File: src/rtl/fb_sched_pkg.sv
// fb_sched_pkg: shared state type, default geometry and owner mapping for fb_write_scheduler.
package fb_sched_pkg;
    typedef enum logic {CLEAR, RUN} fb_state_t;
    localparam int COORD_W_DEF = 11;
    localparam int X_MAX_DEF = 640;
    localparam int Y_MAX_DEF = 480;
    function automatic logic [1:0] map_sel(input logic [1:0] sel, input int num_req);
        return (int'(sel) >= num_req) ? 2'(num_req - 1) : sel;
    endfunction
endpackage

File: src/rtl/fb_write_scheduler_if.sv
// fb_write_scheduler_if: requester and framebuffer signals of the write scheduler.
interface fb_write_scheduler_if #(parameter int NUM_REQ = 3, parameter int COORD_W = 11);
    logic [1:0] sel;
    logic [NUM_REQ-1:0][COORD_W-1:0] req_x;
    logic [NUM_REQ-1:0][COORD_W-1:0] req_y;
    logic [NUM_REQ-1:0] req_color;
    logic [NUM_REQ-1:0] req_valid;
    logic [NUM_REQ-1:0] req_ready;
    logic [NUM_REQ-1:0] anim_start;
    logic [COORD_W-1:0] fb_x;
    logic [COORD_W-1:0] fb_y;
    logic fb_color;
    logic fb_write;
    logic clearing;
    modport master (output sel, req_x, req_y, req_color, req_valid,
                    input req_ready, anim_start, fb_x, fb_y, fb_color, fb_write, clearing);
    modport slave (input sel, req_x, req_y, req_color, req_valid,
                   output req_ready, anim_start, fb_x, fb_y, fb_color, fb_write, clearing);
endinterface

File: src/rtl/fb_clear_sweep.sv
// fb_clear_sweep: raster counter over the screen used to clear it to black.
module fb_clear_sweep #(
    parameter int COORD_W = 11,
    parameter int X_MAX = 640,
    parameter int Y_MAX = 480
) (
    input  logic clk,
    input  logic reset_n,
    input  logic restart,
    input  logic enable,
    output logic [COORD_W-1:0] cx,
    output logic [COORD_W-1:0] cy,
    output logic last
);
    logic x_end, y_end;
    assign x_end = cx == COORD_W'(X_MAX - 1);
    assign y_end = cy == COORD_W'(Y_MAX - 1);
    assign last = x_end && y_end;
    always_ff @(posedge clk or negedge reset_n) begin
        if (!reset_n) begin
            cx <= '0;
            cy <= '0;
        end else if (restart) begin
            cx <= '0;
            cy <= '0;
        end else if (enable) begin
            cx <= x_end ? '0 : cx + 1'b1;
            cy <= x_end ? (y_end ? '0 : cy + 1'b1) : cy;
        end
    end
endmodule

File: src/rtl/fb_write_scheduler.sv
// fb_write_scheduler: shares the framebuffer write port between animation engines, clearing the
// screen on every owner change. Define FB_BOUNDS_CHECK_EN to suppress off-screen owner writes.
module fb_write_scheduler
    import fb_sched_pkg::*;
#(
    parameter int NUM_REQ = 3,
    parameter int COORD_W = COORD_W_DEF,
    parameter int X_MAX = X_MAX_DEF,
    parameter int Y_MAX = Y_MAX_DEF
) (
    input logic clk,
    input logic reset_n,
    fb_write_scheduler_if.slave bus
);
    fb_state_t state;
    logic [1:0] owner, sel_m;
    logic [COORD_W-1:0] cx, cy;
    logic last, change, in_bounds;
    logic [NUM_REQ-1:0] owner_oh;
    assign sel_m = map_sel(bus.sel, NUM_REQ);
    assign owner_oh = NUM_REQ'(1) << owner;
    assign change = state == RUN && sel_m != owner;
    assign bus.req_ready = state == RUN ? owner_oh : '0;
`ifdef FB_BOUNDS_CHECK_EN
    assign in_bounds = bus.req_x[owner] < COORD_W'(X_MAX) && bus.req_y[owner] < COORD_W'(Y_MAX);
`else
    assign in_bounds = 1'b1;
`endif
    fb_clear_sweep #(.COORD_W(COORD_W), .X_MAX(X_MAX), .Y_MAX(Y_MAX)) u_sweep (
        .clk(clk),
        .reset_n(reset_n),
        .restart(state == RUN),
        .enable(state == CLEAR),
        .cx(cx),
        .cy(cy),
        .last(last)
    );
    // Owner is frozen on the final sweep cycle so a late sel change is seen as a fresh change in RUN.
    always_ff @(posedge clk or negedge reset_n) begin
        if (!reset_n) begin
            state <= CLEAR;
            owner <= '0;
            bus.fb_x <= '0;
            bus.fb_y <= '0;
            bus.fb_color <= 1'b0;
            bus.fb_write <= 1'b0;
            bus.anim_start <= '0;
            bus.clearing <= 1'b1;
        end else if (state == CLEAR) begin
            bus.fb_x <= cx;
            bus.fb_y <= cy;
            bus.fb_color <= 1'b0;
            bus.fb_write <= 1'b1;
            bus.anim_start <= last ? owner_oh : '0;
            bus.clearing <= 1'b1;
            owner <= last ? owner : sel_m;
            state <= last ? RUN : CLEAR;
        end else begin
            bus.fb_x <= bus.req_x[owner];
            bus.fb_y <= bus.req_y[owner];
            bus.fb_color <= bus.req_color[owner];
            bus.fb_write <= bus.req_valid[owner] && in_bounds && !change;
            bus.anim_start <= '0;
            bus.clearing <= change;
            owner <= sel_m;
            state <= change ? CLEAR : RUN;
        end
    end
endmodule

File: src/flat_wrapper.sv
// flat-port wrapper written by rule: the top's interface ports become plain ports
module fb_write_scheduler_flat import fb_sched_pkg::*;
#(
    parameter int NUM_REQ = 3,
    parameter int COORD_W = COORD_W_DEF,
    parameter int X_MAX = X_MAX_DEF,
    parameter int Y_MAX = Y_MAX_DEF
)
  (clk, reset_n, bus_sel, bus_req_x, bus_req_y, bus_req_color, bus_req_valid, bus_req_ready, bus_anim_start, bus_fb_x, bus_fb_y, bus_fb_color, bus_fb_write, bus_clearing);
  fb_write_scheduler_if #(.NUM_REQ(NUM_REQ), .COORD_W(COORD_W)) bus_i ();
  input logic clk;
  input logic reset_n;
  input wire logic [$bits(bus_i.sel)-1:0] bus_sel;
  input wire logic [$bits(bus_i.req_x)-1:0] bus_req_x;
  input wire logic [$bits(bus_i.req_y)-1:0] bus_req_y;
  input wire logic [$bits(bus_i.req_color)-1:0] bus_req_color;
  input wire logic [$bits(bus_i.req_valid)-1:0] bus_req_valid;
  output wire logic [$bits(bus_i.req_ready)-1:0] bus_req_ready;
  output wire logic [$bits(bus_i.anim_start)-1:0] bus_anim_start;
  output wire logic [$bits(bus_i.fb_x)-1:0] bus_fb_x;
  output wire logic [$bits(bus_i.fb_y)-1:0] bus_fb_y;
  output wire logic [$bits(bus_i.fb_color)-1:0] bus_fb_color;
  output wire logic [$bits(bus_i.fb_write)-1:0] bus_fb_write;
  output wire logic [$bits(bus_i.clearing)-1:0] bus_clearing;
  assign bus_i.sel = bus_sel;
  assign bus_i.req_x = bus_req_x;
  assign bus_i.req_y = bus_req_y;
  assign bus_i.req_color = bus_req_color;
  assign bus_i.req_valid = bus_req_valid;
  assign bus_req_ready = bus_i.req_ready;
  assign bus_anim_start = bus_i.anim_start;
  assign bus_fb_x = bus_i.fb_x;
  assign bus_fb_y = bus_i.fb_y;
  assign bus_fb_color = bus_i.fb_color;
  assign bus_fb_write = bus_i.fb_write;
  assign bus_clearing = bus_i.clearing;
  fb_write_scheduler #(.NUM_REQ(NUM_REQ), .COORD_W(COORD_W), .X_MAX(X_MAX), .Y_MAX(Y_MAX)) u_core (.clk(clk), .reset_n(reset_n), .bus(bus_i));
endmodule
File: config.mk
export PLATFORM = sky130hd
export DESIGN_NAME = fb_write_scheduler_flat
export DESIGN_NICKNAME = d
export VERILOG_FILES = /design/src/rtl/fb_sched_pkg.sv /design/src/rtl/fb_write_scheduler_if.sv /design/src/rtl/fb_clear_sweep.sv /design/src/rtl/fb_write_scheduler.sv /design/src/flat_wrapper.sv
export SDC_FILE = /design/constraint.sdc
export NUM_CORES = 1
export LEC_CHECK = 0
export CAP_MARGIN = 10
export CORE_MARGIN = 3
export CORE_UTILIZATION = 42
export DETAILED_ROUTE_END_ITERATION = 12
export HOLD_SLACK_MARGIN = 0.12
export PLACE_DENSITY = 0.84
export RECOVER_POWER = 50
export SYNTH_ARGS = -nofsm -noshare
export SYNTH_HDL_FRONTEND = slang
export SYNTH_SLANG_ARGS = --single-unit
File: constraint.sdc
create_clock -name clk -period 4.4 [get_ports clk]
set_clock_uncertainty 0.05 [all_clocks]
set_input_delay 0.88 -clock clk [delete_from_list [all_inputs] [get_ports clk]]
set_output_delay 0.88 -clock clk [all_outputs]
set_load 0.05 [all_outputs]
==> flow_metrics.tcl <==
set metrics [dict create \
    status "completed" \
    die_y_um 86.6 \
    tightest_slew_ps 1470 \
    grt_overflow 0 \
    clk_path_buf_depth 2 \
    syn_inst 296 \
    clkTransAtPathRegs_ps 100 \
    ys_ff_latch 53 \
    num_antenna_cells 0 \
    cp.required_ps 3470 \
    avgViaCountPerCell 5.44 \
    p_comb_share_pct 28.9 \
    ys_warn_count 0 \
    ys_async_sr_fraction_pct 100 \
    yosysUniqueCellTypes 43 \
    setup_tns_ps 0 \
    synth-edff-count 0 \
    grt_pass1_vias 2485 \
    drt_wl_total_mm 7.71 \
    power.density_nw_per_um2 331 \
    die-width_um 86.6 \
    ios 107 \
    port_buffers 106 \
    cap_violations 0 \
    fmax_mhz 306 \
    cts_made_buffers 5 \
    drive_gt1_share_pct 5.06 \
    htree_num_levels 2 \
    maxSlewHeadroom_pct 1.82 \
    nFillCells 507 \
    min_period_over_period_pct 74.3 \
    synth_ff_type "dfrtp_1" \
    slew_viol_final 0 \
    top_usage_layer "met2" \
    drt-initial-drc-count 155 \
    clkPwrFrac_pct 25.3 \
    hold_class "reg2reg" \
    critical-path-max-stage-delay_ps 840 \
    cts_tree "done" \
    ys_seq_area_share_pct 48.6 \
    use_met1_pct 25.5 \
    firstDrtPassIters 4 \
    antenna_found_initial 0 \
    synth_top_cell_by_area "dfrtp_1" \
    synth_top_area_share_pct 47.6 \
    core_region_area_sq_um 6100 \
    via_count 2557 \
    layout.nets 472 \
    grtUsageMet3_pct 2.95 \
    drc 0 \
    crit_slowest_cell "clkdlybuf4s50_1" \
    wl_per_cell_um 16.4 \
    track_usage_pct 20.3 \
    syn-mean-instance-area_sq_um 9.23 \
    syn_nets 374 \
    critPathMaxFanout 60 \
    finalSetupViolCount 0 \
    finalPower_mw 1.30 \
    fin_crit_ps 3270 \
    worstSetupEndpointType "output pin" \
    synth_area_leaders "dfrtp_1 (48%), a21oi_1 (8.4%), mux2i_1 (7.0%)" \
    area_growth_pct 44.1 \
    clockRootBuffer "clkbuf_8" \
    intPower_uw 882 \
    insertion_delay_ps 300 \
    grt_pass1_wl_mm 12.0 \
    start_util_pct 44.8 \
    cts_setup_buffers 0 \
    hpwl_mm 5.83 \
    crit_arrival_ps 2340 \
    cpLargestDelayFamily "buffers and inverters" \
    peakVddDrop_mv 0.284 \
    dieArea_sq_um 7510 \
    gp_congestion 0.853 \
    netlist_area_sq_um 2730 \
    met2_usage_pct 34.8 \
    hold_viol_final 0 \
    cp-start-kind "flip-flop" \
    crit_buf_inv 2 \
    drtAntennaViolNets 0 \
    grt_max_degree 61 \
    power_frac_seq_pct 45.8 \
    cts_resized 0 \
    worst-setup-path-type "reg2out" \
    cts_hold_buffers 0 \
    rsz0062_at_grt "false" \
    p_switching_uw 422 \
    num_rows 28 \
    cp_cell_sequence "buf_4 > and3b_1 > clkdlybuf4s50_1" \
    clock_sinks 53 \
    sw_frac_of_total_pct 32.4 \
    leakage_nw 1.66 \
]
## stage by stage
stage	utilization [%]	cell area (sq um)	hold WS, ps	instances	worst slack (ps)
detailed placement	63.0	3840	443	462	1480
global placement	63.0	3840	430	462	1500
global route	64.6	3940	482	470	983
CTS	64.8	3950	457	470	1130
floorplan	-	2730	411	296	1500
finish	64.6	3940	457	470	1130
## state kept, by name (all words and copies together), names as in the netlist
signal                 count
u_core.state               1
u_core.bus.fb_color        1
u_core.bus.fb_x           11
u_core.bus.fb_write        1
u_core.bus.clearing        1
u_core.u_sweep.cx         11
u_core.bus.anim_start      3
u_core.owner               2
u_core.u_sweep.cy         11
u_core.bus.fb_y           11
## cell type report
class                      count  area [sq um]  area share, %
clock buffer                   6          72.6           1.84
clock inverter                 2          38.8          0.986
inverter                       1          3.75         0.0954
multi-input combinational    222          1320           33.4
sequential                    53          1330           33.7
tap                           75          93.8           2.38
timing repair buffer         111          1080           27.5
## synthesized netlist by cell type, drive strengths merged (2+ instances only)
cell type / n
buf: 3
nand2: 18
xor2: 4
nor3b: 3
nand2b: 3
nor2b: 7
a21oi: 46
a31oi: 2
and4: 3
nand3: 12
or4: 2
nor3: 4
nand4: 6
a22oi: 6
o31ai: 2
and3: 2
clkbuf: 17
o21ai: 6
ha: 2
nor2: 49
xnor2: 5
mux2: 2
dfrtp: 52
mux2i: 19
and2: 5
or3: 4
## logic make-up after synthesis
logic type | after synthesis | share of synthesized area, %
AOI/OAI and AO/OA | 66 | 13.5
DFF | 53 | 48.6
buffers and inverters | 21 | 3.25
and+or+nand+nor | 124 | 23.0
xor gates and xnor gates | 9 | 2.89
adders and majority gates | 2 | 0.916
muxes | 21 | 7.79
## worst register-to-register path, cell delays in order, from the launching register on
cell     delay, ps
dfrtp_1        410
ha_1           210
nand3_1        240
nor4b_2        910
nand4_1        450
mux2_2         400
## power by group through the flow
stage / clock, mW / combinational [mW] / sequential [mW]
floorplan: 0 / 0.111 / 0.699
global placement: 0 / 0.377 / 0.600
detailed placement: 0 / 0.380 / 0.607
CTS: 0.337 / 0.383 / 0.597
global route: 0.361 / 0.405 / 0.605
finish: 0.330 / 0.377 / 0.597
## routing by layer
layer	part of all wire [%]	wire length, um
met5	0	0
met4	3.0	232
met3	5.5	420
met2	50	3870
met1	41	3180
## cell usage in the layout, fill, tap and decap left out, types with 2 or more instances in the layout
master           count
xnor2_1              5
clkbuf_8             5
nor2_1              49
clkdlybuf4s50_1    104
or4_1                2
nor3b_1              3
dfrtp_1             52
mux2_2               2
clkbuf_1             4
ha_1                 2
nand3_1             12
and2_1               4
a22oi_1              6
nand2b_1             3
nand2_1             18
nor2b_1              7
xor2_1               4
a31oi_1              2
nor3_1               4
and4_1               3
nand4_1              6
o21ai_0              6
mux2i_1             19
o31ai_1              2
buf_4                4
or3_1                3
a21oi_1             46
## worst paths after layout
check	from	end	slack, ps	cells past startpoint
worst max register to register	u_core.u_sweep.cx[0]$_DFF_PN0_	u_core.owner[0]$_DFFE_PN0P_	1630	5
worst max-delay path	u_core.state$_DFF_PN0_	bus_req_ready[1]	1130	3
worst min register to register	u_core.u_sweep.cx[0]$_DFF_PN0_	u_core.u_sweep.cx[0]$_DFF_PN0_	460	1
max in group asynchronous	reset_n	u_core.u_sweep.cy[1]$_DFFE_PN0P_	1510	2
min in group asynchronous	reset_n	u_core.bus.fb_color$_DFF_PN0_	800	1
worst min-delay path	u_core.u_sweep.cx[0]$_DFF_PN0_	u_core.u_sweep.cx[0]$_DFF_PN0_	460	1
No activity file was read; power rests on OpenSTA's default activity.
